**config.mk**
```make
export PLATFORM = sky130hd
export DESIGN_NAME = input_conditioner_flat
export DESIGN_NICKNAME = d
export VERILOG_FILES = /design/src/rtl/input_cond_pkg.sv /design/src/rtl/input_conditioner_if.sv /design/src/rtl/key_debounce.sv /design/src/rtl/input_conditioner.sv /design/src/flat_wrapper.sv
export SDC_FILE = /design/constraint.sdc
export NUM_CORES = 1
export LEC_CHECK = 0
export ABC_AREA = 1
export CAP_MARGIN = 30
export CORE_MARGIN = 5
export CORE_UTILIZATION = 50
export CTS_CLUSTER_DIAMETER = 100
export DETAILED_ROUTE_END_ITERATION = 8
export PLACE_DENSITY_LB_ADDON = 0.2
export SYNTH_ARGS = -nofsm -noshare
export SYNTH_HDL_FRONTEND = slang
export SYNTH_SLANG_ARGS = --single-unit
```
**constraint.sdc**
```tcl
create_clock -name clk -period 2.4 [get_ports clk]
set_clock_uncertainty 0.1 [all_clocks]
set_input_delay 0.24 -clock clk [delete_from_list [all_inputs] [get_ports clk]]
set_output_delay 0.24 -clock clk [all_outputs]
set_load 0.03 [all_outputs]
```
**src/rtl/input_cond_pkg.sv**
```systemverilog
// Shared constants for the push-button / slide-switch input conditioner.
package input_cond_pkg;

  localparam int NUM_KEYS  = 6;

  localparam int KEY_UP    = 0;
  localparam int KEY_DOWN  = 1;
  localparam int KEY_LEFT  = 2;
  localparam int KEY_RIGHT = 3;
  localparam int KEY_SET   = 4;
  localparam int KEY_CONT  = 5;

  // Defaults sized for a 50 MHz system clock.
  localparam int DEF_DEBOUNCE_CYCLES = 500000;
  localparam int DEF_PULSE_CYCLES    = 2500000;
  localparam int DEF_REPEAT_DELAY    = 25000000;
  localparam int DEF_REPEAT_PERIOD   = 5000000;

  typedef logic [NUM_KEYS-1:0] key_vec_t;

  function automatic int max_of(input int a, input int b);
    return (a > b) ? a : b;
  endfunction

endpackage

```
**src/rtl/input_conditioner_if.sv**
```systemverilog
// Board-side signals of the input conditioner: raw buttons/switch in, PIO-facing levels out.
interface input_conditioner_if;
  import input_cond_pkg::*;

  key_vec_t   key_n;
  logic       sw_mode;
  logic [1:0] up_down;
  logic [1:0] left_right;
  logic       set_value;
  logic       continue0;
  logic       auto_manual;

  modport master (
    output key_n, sw_mode,
    input  up_down, left_right, set_value, continue0, auto_manual
  );

  modport slave (
    input  key_n, sw_mode,
    output up_down, left_right, set_value, continue0, auto_manual
  );

endinterface

```
**src/rtl/key_debounce.sv**
```systemverilog
// Two-flop synchronizer, debounce window and press (stable 0->1) detect for one raw input.
module key_debounce
  import input_cond_pkg::*;
#(
  parameter int DEBOUNCE_CYCLES = DEF_DEBOUNCE_CYCLES,
  parameter int CNT_W           = $clog2(DEBOUNCE_CYCLES) + 1,
  parameter bit ACTIVE_LOW      = 1'b0
) (
  input  logic clk,
  input  logic reset,
  input  logic raw,
  output logic stable,
  output logic press
);

  localparam logic             IDLE_LEVEL = ACTIVE_LOW;
  localparam logic [CNT_W-1:0] LAST_COUNT = CNT_W'(DEBOUNCE_CYCLES - 1);

  logic             sync1_reg;
  logic             sync2_reg;
  logic             stable_reg;
  logic             press_reg;
  logic [CNT_W-1:0] cnt_reg;
  logic             sampled;

  // Inversion happens after the synchronizer so both flops see the raw pin.
  assign sampled = sync2_reg ^ ACTIVE_LOW;

  // Synchronizer resets to the idle pin level so an unpressed key never looks pressed after reset.
  always_ff @(posedge clk) begin
    if (reset) begin
      sync1_reg  <= IDLE_LEVEL;
      sync2_reg  <= IDLE_LEVEL;
      stable_reg <= 1'b0;
      press_reg  <= 1'b0;
      cnt_reg    <= '0;
    end else begin
      sync1_reg <= raw;
      sync2_reg <= sync1_reg;
      press_reg <= 1'b0;
      if (sampled == stable_reg) begin
        cnt_reg <= '0;
      end else if (cnt_reg >= LAST_COUNT) begin
        stable_reg <= sampled;
        press_reg  <= sampled;
        cnt_reg    <= '0;
      end else begin
        cnt_reg <= cnt_reg + CNT_W'(1);
      end
    end
  end

  assign stable = stable_reg;
  assign press  = press_reg;

endmodule

```
**src/rtl/input_conditioner.sv**
```systemverilog
// Debounces six buttons and a mode switch, stretches presses for PIO polling, applies the
// opposing-pair lockout; define INPUT_COND_AUTOREPEAT_EN to add auto-repeat on the arrow keys.
module input_conditioner
  import input_cond_pkg::*;
#(
  parameter int DEBOUNCE_CYCLES = DEF_DEBOUNCE_CYCLES,
  parameter int PULSE_CYCLES    = DEF_PULSE_CYCLES,
  parameter int REPEAT_DELAY    = DEF_REPEAT_DELAY,
  parameter int REPEAT_PERIOD   = DEF_REPEAT_PERIOD
) (
  input  logic                clk,
  input  logic                reset,
  input_conditioner_if.slave  pins
);

  localparam int NUM_INPUTS = NUM_KEYS + 1;
  localparam int MAX_PARAM  = max_of(max_of(DEBOUNCE_CYCLES, PULSE_CYCLES),
                                     max_of(REPEAT_DELAY, REPEAT_PERIOD));
  localparam int CNT_W      = $clog2(MAX_PARAM) + 1;
  localparam logic [CNT_W-1:0] PULSE_LOAD = CNT_W'(PULSE_CYCLES);

  logic [NUM_INPUTS-1:0] raw;
  logic                  stable [NUM_INPUTS];
  logic                  press  [NUM_INPUTS];
  logic                  pair_ud;
  logic                  pair_lr;
  key_vec_t              suppress;
  key_vec_t              repeat_fire;
  key_vec_t              active;

  // The mode switch rides along as the last input; only the keys are active-low.
  assign raw = {pins.sw_mode, pins.key_n};

  generate
    for (genvar gi = 0; gi < NUM_INPUTS; gi++) begin : g_in
      key_debounce #(
        .DEBOUNCE_CYCLES (DEBOUNCE_CYCLES),
        .CNT_W           (CNT_W),
        .ACTIVE_LOW      ((gi < NUM_KEYS) ? 1'b1 : 1'b0)
      ) u_deb (
        .clk    (clk),
        .reset  (reset),
        .raw    (raw[gi]),
        .stable (stable[gi]),
        .press  (press[gi])
      );
    end
  endgenerate

  assign pair_ud = stable[KEY_UP]   & stable[KEY_DOWN];
  assign pair_lr = stable[KEY_LEFT] & stable[KEY_RIGHT];

  generate
    for (genvar gi = 0; gi < NUM_KEYS; gi++) begin : g_sup
      if (gi == KEY_UP || gi == KEY_DOWN) begin : g_ud
        assign suppress[gi] = pair_ud;
      end else if (gi == KEY_LEFT || gi == KEY_RIGHT) begin : g_lr
        assign suppress[gi] = pair_lr;
      end else begin : g_none
        assign suppress[gi] = 1'b0;
      end
    end
  endgenerate

`ifdef INPUT_COND_AUTOREPEAT_EN
  localparam logic [CNT_W-1:0] DELAY_THR  = CNT_W'(REPEAT_DELAY);
  localparam logic [CNT_W-1:0] PERIOD_THR = CNT_W'(REPEAT_PERIOD);

  generate
    for (genvar gi = 0; gi < NUM_KEYS; gi++) begin : g_rpt
      if (gi <= KEY_RIGHT) begin : g_arrow
        logic [CNT_W-1:0] rpt_cnt_reg;
        logic             rpt_armed_reg;
        logic [CNT_W-1:0] thr;

        // Counter restarts at 1 after each repeat so the next one lands exactly one period later.
        assign thr             = rpt_armed_reg ? PERIOD_THR : DELAY_THR;
        assign repeat_fire[gi] = stable[gi] && !suppress[gi] && (rpt_cnt_reg == thr);

        always_ff @(posedge clk) begin
          if (reset || !stable[gi] || suppress[gi]) begin
            rpt_cnt_reg   <= '0;
            rpt_armed_reg <= 1'b0;
          end else if (repeat_fire[gi]) begin
            rpt_cnt_reg   <= CNT_W'(1);
            rpt_armed_reg <= 1'b1;
          end else if (rpt_cnt_reg < thr) begin
            rpt_cnt_reg <= rpt_cnt_reg + CNT_W'(1);
          end
        end
      end else begin : g_no_rpt
        assign repeat_fire[gi] = 1'b0;
      end
    end
  endgenerate
`else
  assign repeat_fire = '0;
`endif

  // Pair lockout wins over a simultaneous load so a two-key press never leaks a pulse.
  generate
    for (genvar gi = 0; gi < NUM_KEYS; gi++) begin : g_str
      logic [CNT_W-1:0] stretch_reg;

      always_ff @(posedge clk) begin
        if (reset || suppress[gi]) begin
          stretch_reg <= '0;
        end else if (press[gi] || repeat_fire[gi]) begin
          stretch_reg <= PULSE_LOAD;
        end else if (stretch_reg != '0) begin
          stretch_reg <= stretch_reg - CNT_W'(1);
        end
      end

      assign active[gi] = (stretch_reg != '0) && !suppress[gi];
    end
  endgenerate

  assign pins.up_down     = {active[KEY_UP], active[KEY_DOWN]};
  assign pins.left_right  = {active[KEY_LEFT], active[KEY_RIGHT]};
  assign pins.set_value   = active[KEY_SET];
  assign pins.continue0   = active[KEY_CONT];
  assign pins.auto_manual = stable[NUM_KEYS];

endmodule

```
**src/flat_wrapper.sv**
```systemverilog
// flat-port wrapper written by rule: the top's interface ports become plain ports
module input_conditioner_flat import input_cond_pkg::*;
#(
  parameter int DEBOUNCE_CYCLES = DEF_DEBOUNCE_CYCLES,
  parameter int PULSE_CYCLES    = DEF_PULSE_CYCLES,
  parameter int REPEAT_DELAY    = DEF_REPEAT_DELAY,
  parameter int REPEAT_PERIOD   = DEF_REPEAT_PERIOD
)
  (clk, reset, pins_key_n, pins_sw_mode, pins_up_down, pins_left_right, pins_set_value, pins_continue0, pins_auto_manual);
  input_conditioner_if pins_i ();
  input  logic clk;
  input  logic reset;
  input wire logic [$bits(pins_i.key_n)-1:0] pins_key_n;
  input wire logic [$bits(pins_i.sw_mode)-1:0] pins_sw_mode;
  output wire logic [$bits(pins_i.up_down)-1:0] pins_up_down;
  output wire logic [$bits(pins_i.left_right)-1:0] pins_left_right;
  output wire logic [$bits(pins_i.set_value)-1:0] pins_set_value;
  output wire logic [$bits(pins_i.continue0)-1:0] pins_continue0;
  output wire logic [$bits(pins_i.auto_manual)-1:0] pins_auto_manual;
  assign pins_i.key_n = pins_key_n;
  assign pins_i.sw_mode = pins_sw_mode;
  assign pins_up_down = pins_i.up_down;
  assign pins_left_right = pins_i.left_right;
  assign pins_set_value = pins_i.set_value;
  assign pins_continue0 = pins_i.continue0;
  assign pins_auto_manual = pins_i.auto_manual;
  input_conditioner #(.DEBOUNCE_CYCLES(DEBOUNCE_CYCLES), .PULSE_CYCLES(PULSE_CYCLES), .REPEAT_DELAY(REPEAT_DELAY), .REPEAT_PERIOD(REPEAT_PERIOD)) u_core (.clk(clk), .reset(reset), .pins(pins_i));
endmodule
```
### Word level (Yosys, flattened, before mapping)

Index checks and enable logic that the tools add are counted.

* register bits after elaboration: 365
* word-level logic and storage cells: 152
* RAM bits: 0
* input bits: 9
* bits in latches: 0
* memories: 0
* ROM bits: 0

* divide/modulo/power cells: 0
* add/subtract/negate cells: 13
* equal/unequal tests: 7
* reductions and logical operators: 46
* bitwise operators: 21
* shift-type cells: 0
* muxes and demuxes: 12
* multiply operators: 0
* order comparisons: 7

Operator list (count)
* $mux 22: 12
* $add 26x1->26 const B: 7
* $ge 26x19->1 const B: 7
* $reduce_bool 26->1: 6
* $sub 26x1->26 const B: 6
* $reduce_or 3->1: 13
* $not 1->1: 19
* $reduce_and 2->1: 7
* $reduce_bool 2->1: 6
* $reduce_or 2->1: 6
* $eq 1x1->1: 7
* $logic_and 1x1->1: 4
* $and 1x1->1: 2
* $logic_not 1->1: 2
* $logic_or 1x1->1: 2

### Depth between registers and ports, before layout

Gate-level depths: netlist of run 1.

* word-level depth: 4
* depth in mapped cells: 12
* depth with buffers taken out: 12

### By module

A second synthesis of run 1 with hierarchy kept.

* cells, all modules: 2515
* area, all modules: 18197.5 um2

Modules (own cells, without submodules)
* input_conditioner: times used 1, area an instance 9255.1 um2, cells each 1389, seq. area each 3123.0 um2
* key_debounce at u_core.g_in[0].u_deb ...: times used 6, area an instance 1271.2 um2, cells each 159, seq. area each 600.6 um2
* key_debounce at u_core.g_in[6].u_deb: times used 1, area an instance 1315.0 um2, cells each 172, seq. area each 600.6 um2

### Least setup slack after synthesis of run 1

No wires, ideal clock.

* path kind: register -> register
* start point: reg u_core.g_str[5].stretch_reg[0]
* end point: reg u_core.g_str[5].stretch_reg[0]
* library setup time: 0.122 ns
* buffers on the path: 0
* path slack: 0.494 ns
* stages on the path, launching flop included: 8
* data arrival time: 1.684 ns
* cell sequence: dfxtp_1 > inv_1 > ha_1 > nand2_1 > nor2_2 > nand3_1 > o21ai_0 > a21oi_1

* longest elaborated chain between the ends: 1

Ends and longest elaborated chain
* start: declaration: line input_conditioner.sv:103 `logic [CNT_W-1:0] stretch_reg;`
* start signal: assignment: line input_conditioner.sv:111 `stretch_reg <= stretch_reg - CNT_W'(1);`
* $reduce_bool 26->1
* net pins_continue0: line flat_wrapper.sv:18 `output wire logic [$bits(pins_i.continue0)-1:0] pins_continue0;`

The timed path passes the listed nets, and every way through them passes these cells.
A chain may end at the register's enable or synchronous reset.

### Worst setup path after layout of run 1

* start point: reg u_core.g_str[2].stretch_reg[0]
* end point: out pins_left_right[1]

* longest elaborated chain between the ends: 2

Ends and longest elaborated chain
* start: declaration: line input_conditioner.sv:103
* start signal: assignment: line input_conditioner.sv:111
* $reduce_bool 26->1: line input_conditioner.sv:115 `assign active[gi] = (stretch_reg != '0) && !suppress[gi];`
* $logic_and 1x1->1: line input_conditioner.sv:115
* end: declaration: line flat_wrapper.sv:16 `output wire logic [$bits(pins_i.left_right)-1:0] pins_left_right;`

No other way between the ends.

==> results of run 1 <==
## Yosys cell counts (6+ instances only)
cell / instances / share of area
nand2_1: 526 / 0.11
nand3_2: 7 / 0.0040
buf_6: 7 / 0.0045
buf_2: 13 / 0.0037
nand3b_1: 19 / 0.0081
ha_1: 17 / 0.012
nor3_1: 53 / 0.015
nand4_1: 49 / 0.017
nor3b_1: 9 / 0.0038
a21oi_1: 138 / 0.039
nor2_2: 42 / 0.015
nor2_4: 24 / 0.015
xnor2_1: 60 / 0.030
a31oi_1: 6 / 0.0021
dfxtp_1: 365 / 0.41
xor2_1: 79 / 0.039
nor2_1: 514 / 0.11
inv_1: 261 / 0.055
nor3_2: 6 / 0.0034
nand2_2: 12 / 0.0042
clkbuf_1: 8 / 0.0017
or2_2: 29 / 0.010
o21ai_0: 23 / 0.0065
nand4_2: 7 / 0.0049
nand3_1: 181 / 0.051
## routing by layer
layer / GRT usage / wire, um
met2: 0.317 / 16800
met1: 0.244 / 16900
met5: 0 / 0
met3: 0.0293 / 1490
met4: 0.0508 / 823
## stage by stage
stage | cell area, um^2 | worst slack [ns] | hold WS [ns] | power (W) | utilization
global route | 19900 | -0.00708 | 0.111 | 0.0293 | 0.566
global placement | 18500 | 0.235 | 0.302 | 0.0201 | 0.525
CTS | 19900 | 0.0196 | 0.0922 | 0.0269 | 0.565
detailed placement | 18500 | 0.213 | 0.300 | 0.0203 | 0.525
finish | 19900 | 0.121 | 0.113 | 0.0268 | 0.566
floorplan | 17900 | 0.494 | 0.244 | 0.0179 | -
## placed cells by master (no fill, tap or decap), drive strengths merged
| cell | count |
|---|---|
| a21oi | 140 |
| a31oi | 6 |
| and2 | 4 |
| and3 | 5 |
| buf | 17 |
| bufinv | 5 |
| clkbuf | 57 |
| clkdlybuf4s15 | 2 |
| clkdlybuf4s50 | 8 |
| clkinv | 12 |
| clkinvlp | 1 |
| conb | 49 |
| dfxtp | 365 |
| ha | 17 |
| inv | 265 |
| nand2 | 539 |
| nand3 | 189 |
| nand3b | 21 |
| nand4 | 58 |
| nor2 | 580 |
| nor3 | 59 |
| nor3b | 10 |
| nor4 | 2 |
| o211ai | 1 |
| o21a | 1 |
| o21ai | 25 |
| o21bai | 4 |
| or2 | 33 |
| or3 | 1 |
| xnor2 | 60 |
| xor2 | 79 |
## worst register-to-register path: cells and delay by family, from the launching register on
kind	cells	cell delay, ns
simple gates	5	0.86
flops	1	0.35
fa+ha+maj	1	0.20
buf+inv	1	0.18
xor+xnor	1	0.16
## power by group
part           internal, W  leakage, nW  switching (W)
sequential         0.00728         2.98        0.00103
combinational      0.00441         4.72        0.00767
clock              0.00396        0.691        0.00248
total               0.0157         8.39         0.0112
## logic make-up (layout without fill, tap and decap cells)
| family | after synthesis | in the layout | synth area share |
|---|---|---|---|
| buffers and inverters | 297 | 367 | 0.0682 |
| adders and majority gates | 17 | 17 | 0.0120 |
| AOI/OAI and AO/OA | 177 | 177 | 0.0524 |
| and+or+nand+nor | 1501 | 1501 | 0.386 |
| DFF | 365 | 365 | 0.413 |
| other | 1 | 49 | 0.000212 |
| xor gates and xnor gates | 139 | 139 | 0.0688 |
## worst max path at each step
stage	to	slack [ns]	cells after the start
5_1_grt	pins_left_right[1]	-0.007	8
2_1_floorplan	u_core.g_str[5].stretch_reg[0]	0.49	7
4_1_cts	pins_up_down[0]	0.02	6
3_5_place_dp	pins_left_right[1]	0.21	8
6_report	pins_left_right[1]	0.12	8
3_3_place_gp	pins_left_right[1]	0.24	8
## area by class of cell
type | instances | area, um^2
clock buffer | 54 | 1170
clock inverter | 17 | 235
fill | 3370 | 15300
inverter | 266 | 998
multi-input combinational | 1883 | 9410
sequential | 365 | 7310
tap | 461 | 577
timing repair buffer | 30 | 240
## repair_timing
action | CTS | global route
gates resized for setup | 14 | 20
buffers inserted | 1 | 2
pin swaps | 1 | 1
endpoints found under the setup margin | 6 | 6
==> metrics.csv, run 1 <==
metric;value;unit
status;complete, no violations;
clock_sinks;365;
grt_pass1_vias;14422;
route.vias.total;15125;
cts_tree;yes;
cts_buffer_depth;3;
die_w;198;um
ys_ff_latch;365;
grt_use_total;0.185;
core_area;0.0352;mm^2
die-area;0.0393;mm^2
placementRows;69;
clkTransAtPathRegs;0.06;ns
grt_max_degree;25;
finalWirelength;36.0;mm
drcViolationCount;0;
antenna_found_initial;0;
synth_edf_count;0;
wl_per_cell;11.7;um
r2r-start;u_core.g_str[1].stretch_reg[0];
min_to;u_core.g_in[6].u_deb.sampled;
fp.dieH;198;um
setup_viol;0;
critPathLaunchType;flip-flop;
max-vdd-ir-drop;0.964;mV
synth_ff_type;dfxtp_1;
worstSkewPairLatency;0.54;ns
netlist_instances;2497;
overflow;0;
crit_path_max_fanout;4;
max_freq;0.439;GHz
period_minus_slack;2.28;ns
worst_pin_slew;0.556;ns
synth_cell_types;51;
dp.cells;3002;
drtIter0Drc;786;
maxCapViolCount;0;
floorplan.initialDensity;0.503;
max_slew_margin;0.628;
ff2ff_path_depth;8;
post-route-period-util;0.950;
cp_common_cell;inv_1;
cts_hold_buf;0;
cts_buffers;41;
first_pass_iters;5;
crit_slowest_cell;dfxtp_1;
htreeDepth;2;
cp_num_buf_inv;3;
worstPathCellList;inv_1, ha_2, nand2_2, nor2_4, nand4_4, inv_1, nor2_1, clkdlybuf4s15_2;
cp-end-kind;primary output;
layoutNonFillerInstCount;3076;
diodes;0;
cp.required;2.06;ns
p_leak;8.39;nW
grt_pass1_wl;63.5;mm
ys_seq_area_frac;0.413;
avgSynthCellArea;7.09;um^2
ys_warn_count;0;
setup_tns;0;ns
syn_to_final_growth;12.6;%
hold_path.class;input port to flip-flop;
finalMaxSlewViolations;0;
io_buffer_count;15;
r2r_end;u_core.g_str[1].stretch_reg[11];
vias_per_cell;4.92;
power_density;1350;mW/mm^2
critical_path.max_stage_delay;0.32;ns
synth_area;0.0177;mm^2
min_from;reset;
r2r_slack;0.44;ns
drive_gt1_frac;0.0929;
nets;2613;
cpLargestDelayFamily;buffers and inverters;
gp_congestion;0.910;
io_pins;16;
arrival;1.94;ns
largest_reg_flops;182;
crit_start;u_core.g_str[2].stretch_reg[0];
cts_root_buf;clkbuf_16;
worstSetupPathType;flip-flop to primary output;
async_reset_ff_frac;0;
place_hpwl;26.0;mm
hold_violations;0;
drtAntennaViolNets;0;
min_path_cells;3;
Note: power is estimated with default switching activity, not from simulation.
==> inputs of run 2 (changes only) <==
- RECOVER_POWER: not set -> 100
==> run 2 against run 1 <==
  * Combinational power about the same
  * Final area about the same
  * Global-route usage is the same
  * Setup slack got worse by 0.0011 ns
  * Clock-buffer cell count did not move
  * Die area stayed put
  * Critical path depth stayed put
  * Register-to-register slack about the same
  * Critical path type unchanged
  * Largest cell class unchanged
==> metrics.csv, run 2 (synthesis gave the netlist of run 1 again) <==
metric;value;unit;change
status;complete, no violations;;
placementRows;69;;unchanged
max-vdd-ir-drop;0.963;mV;about the same
min_path_cells;2;;-1
floorplan.initialDensity;0.503;;unchanged
worst_pin_slew;1.10;ns;+0.547 ns
period_minus_slack;2.28;ns;+0.00109 ns
crit_start;u_core.g_str[2].stretch_reg[0];;
critPathLaunchType;flip-flop;;
vias_per_cell;4.91;;about the same
cts_hold_buf;0;;unchanged
hold_violations;0;;unchanged
syn_to_final_growth;12.5;%;about the same
final_cell_mix;nand2_1, nor2_1, dfxtp_1;;
die_w;198;um;unchanged
place_hpwl;26.0;mm;unchanged
r2r_slack;0.44;ns;about the same
postPlaceCellArea;0.0185;mm^2;unchanged
arrival;1.94;ns;about the same
final_common_cell;nand2_1;;
drcViolationCount;0;;unchanged
cts_buffers;41;;unchanged
drtIter0Drc;778;;-1.0%
setup_viol;0;;unchanged
min_to;u_core.g_in[3].u_deb.sync1_reg;;
fin_area;0.0199;mm^2;about the same
grt_use_total;0.185;;unchanged
max_freq;0.439;GHz;about the same
route.vias.total;15111;;-0.093%
worstSetupPathType;flip-flop to primary output;;
core_area;0.0352;mm^2;unchanged
max_slew_margin;0.265;;-0.363
cts_root_buf;clkbuf_16;;
io_pins;16;;unchanged
hold_path.class;input port to flip-flop;;
fp.dieH;198;um;unchanged
cts_buffer_depth;3;;unchanged
grt_pass1_vias;14422;;unchanged
final_core_util;0.566;;about the same
ff2ff_path_depth;8;;unchanged
finalMaxSlewViolations;0;;unchanged
cp.required;2.06;ns;about the same
finalWirelength;36.0;mm;about the same
wl_per_cell;11.7;um;about the same
diodes;0;;unchanged
post-route-period-util;0.950;;about the same
gp_congestion;0.910;;unchanged
maxCapViolCount;0;;unchanged
drtAntennaViolNets;0;;unchanged
largest_reg_flops;182;;unchanged
clock_sinks;365;;unchanged
nets;2613;;unchanged
crit_path_max_fanout;4;;unchanged
antenna_found_initial;0;;unchanged
cp-end-kind;primary output;;
io_buffer_count;15;;unchanged
r2r_end;u_core.g_str[1].stretch_reg[11];;
drive_gt1_frac;0.0918;;-0.00115
grt_max_degree;25;;unchanged
power_density;1350;mW/mm^2;about the same
clkTransAtPathRegs;0.06;ns;about the same
r2r-start;u_core.g_str[1].stretch_reg[0];;
grt_pass1_wl;63.5;mm;unchanged
min_from;pins_key_n[3];;
cts_tree;yes;;
htreeDepth;2;;unchanged
p_leak;8.38;nW;-0.11%
overflow;0;;unchanged
worstSkewPairLatency;0.54;ns;about the same
die-area;0.0393;mm^2;unchanged
first_pass_iters;5;;unchanged
==> run 2: cell count changes in the layout (fill, tap and decap cells not counted), sizes merged <==
cell           previous run  this run
buf                      17        14
clkbuf                   57        60
clkdlybuf4s50             8         7
dlygate4sd3               0         1
==> run 2: area by class of cell <==
class	instances	area, um^2
flip-flops and latches	365	7310
clock inverters	17	235
multi-input cells	1883	9410
well taps	461	577
repair buffers	30	231
fillers	3373	15300
inverters	266	998
clock buffers	54	1170
==> run 2: power breakdown <==
group	switching [W]	total [W]	leakage, nW	internal [W]
sequential	0.00103	0.00831	2.98	0.00728
combinational	0.00767	0.0121	4.71	0.00440
clock	0.00248	0.00644	0.691	0.00396
total	0.0112	0.0268	8.38	0.0156
==> run 2: layer usage <==
layer	vias up	share of wire	global-route usage	wire, um
li1	8023	-	-	-
met1	6779	0.47	0.244	16900
met2	239	0.47	0.317	16800
met3	70	0.042	0.0293	1510
met4	0	0.023	0.0508	816
met5	-	0	0	0
==> run 2: critical path, cell delays in order (launching register included) <==
cell and delay, ns:
dfxtp_1 0.32, inv_1 0.07, ha_2 0.22, nand2_2 0.10
nor2_4 0.18, nand4_4 0.11, inv_1 0.09, nor2_1 0.05
clkdlybuf4s15_2 0.28
==> run 2: what timing repair did <==
item,4_1_cts,5_1_grt
gates resized for setup,14,20
endpoints found under the setup margin,6,6
gates cloned,0,0
setup buffers,1,2
pin swaps,1,1
==> run 2: worst max-delay path by stage <==
| stage | to | slack, ns | depth (start not counted) |
|---|---|---|---|
| after floorplan | u_core.g_str[5].stretch_reg[0] | 0.49 | 7 |
| after global placement | pins_left_right[1] | 0.24 | 8 |
| final | pins_left_right[1] | 0.12 | 8 |
| after global routing | pins_left_right[1] | -0.007 | 8 |
| after CTS | pins_up_down[0] | 0.02 | 6 |
| after detailed placement | pins_left_right[1] | 0.21 | 8 |
==> run 2: per-stage QoR <==
step | instances | worst slack, ns | hold slack, ns | setup TNS, ns | total power, W
2_1_floorplan | 2545 | 0.494 | 0.244 | 0 | 0.0179
3_3_place_gp | 3002 | 0.235 | 0.302 | 0 | 0.0201
3_5_place_dp | 3002 | 0.213 | 0.300 | 0 | 0.0203
4_1_cts | 3074 | 0.0196 | 0.0922 | 0 | 0.0269
5_1_grt | 3076 | -0.00708 | 0.139 | -0.00708 | 0.0292
6_report | 3076 | 0.120 | 0.159 | 0 | 0.0268
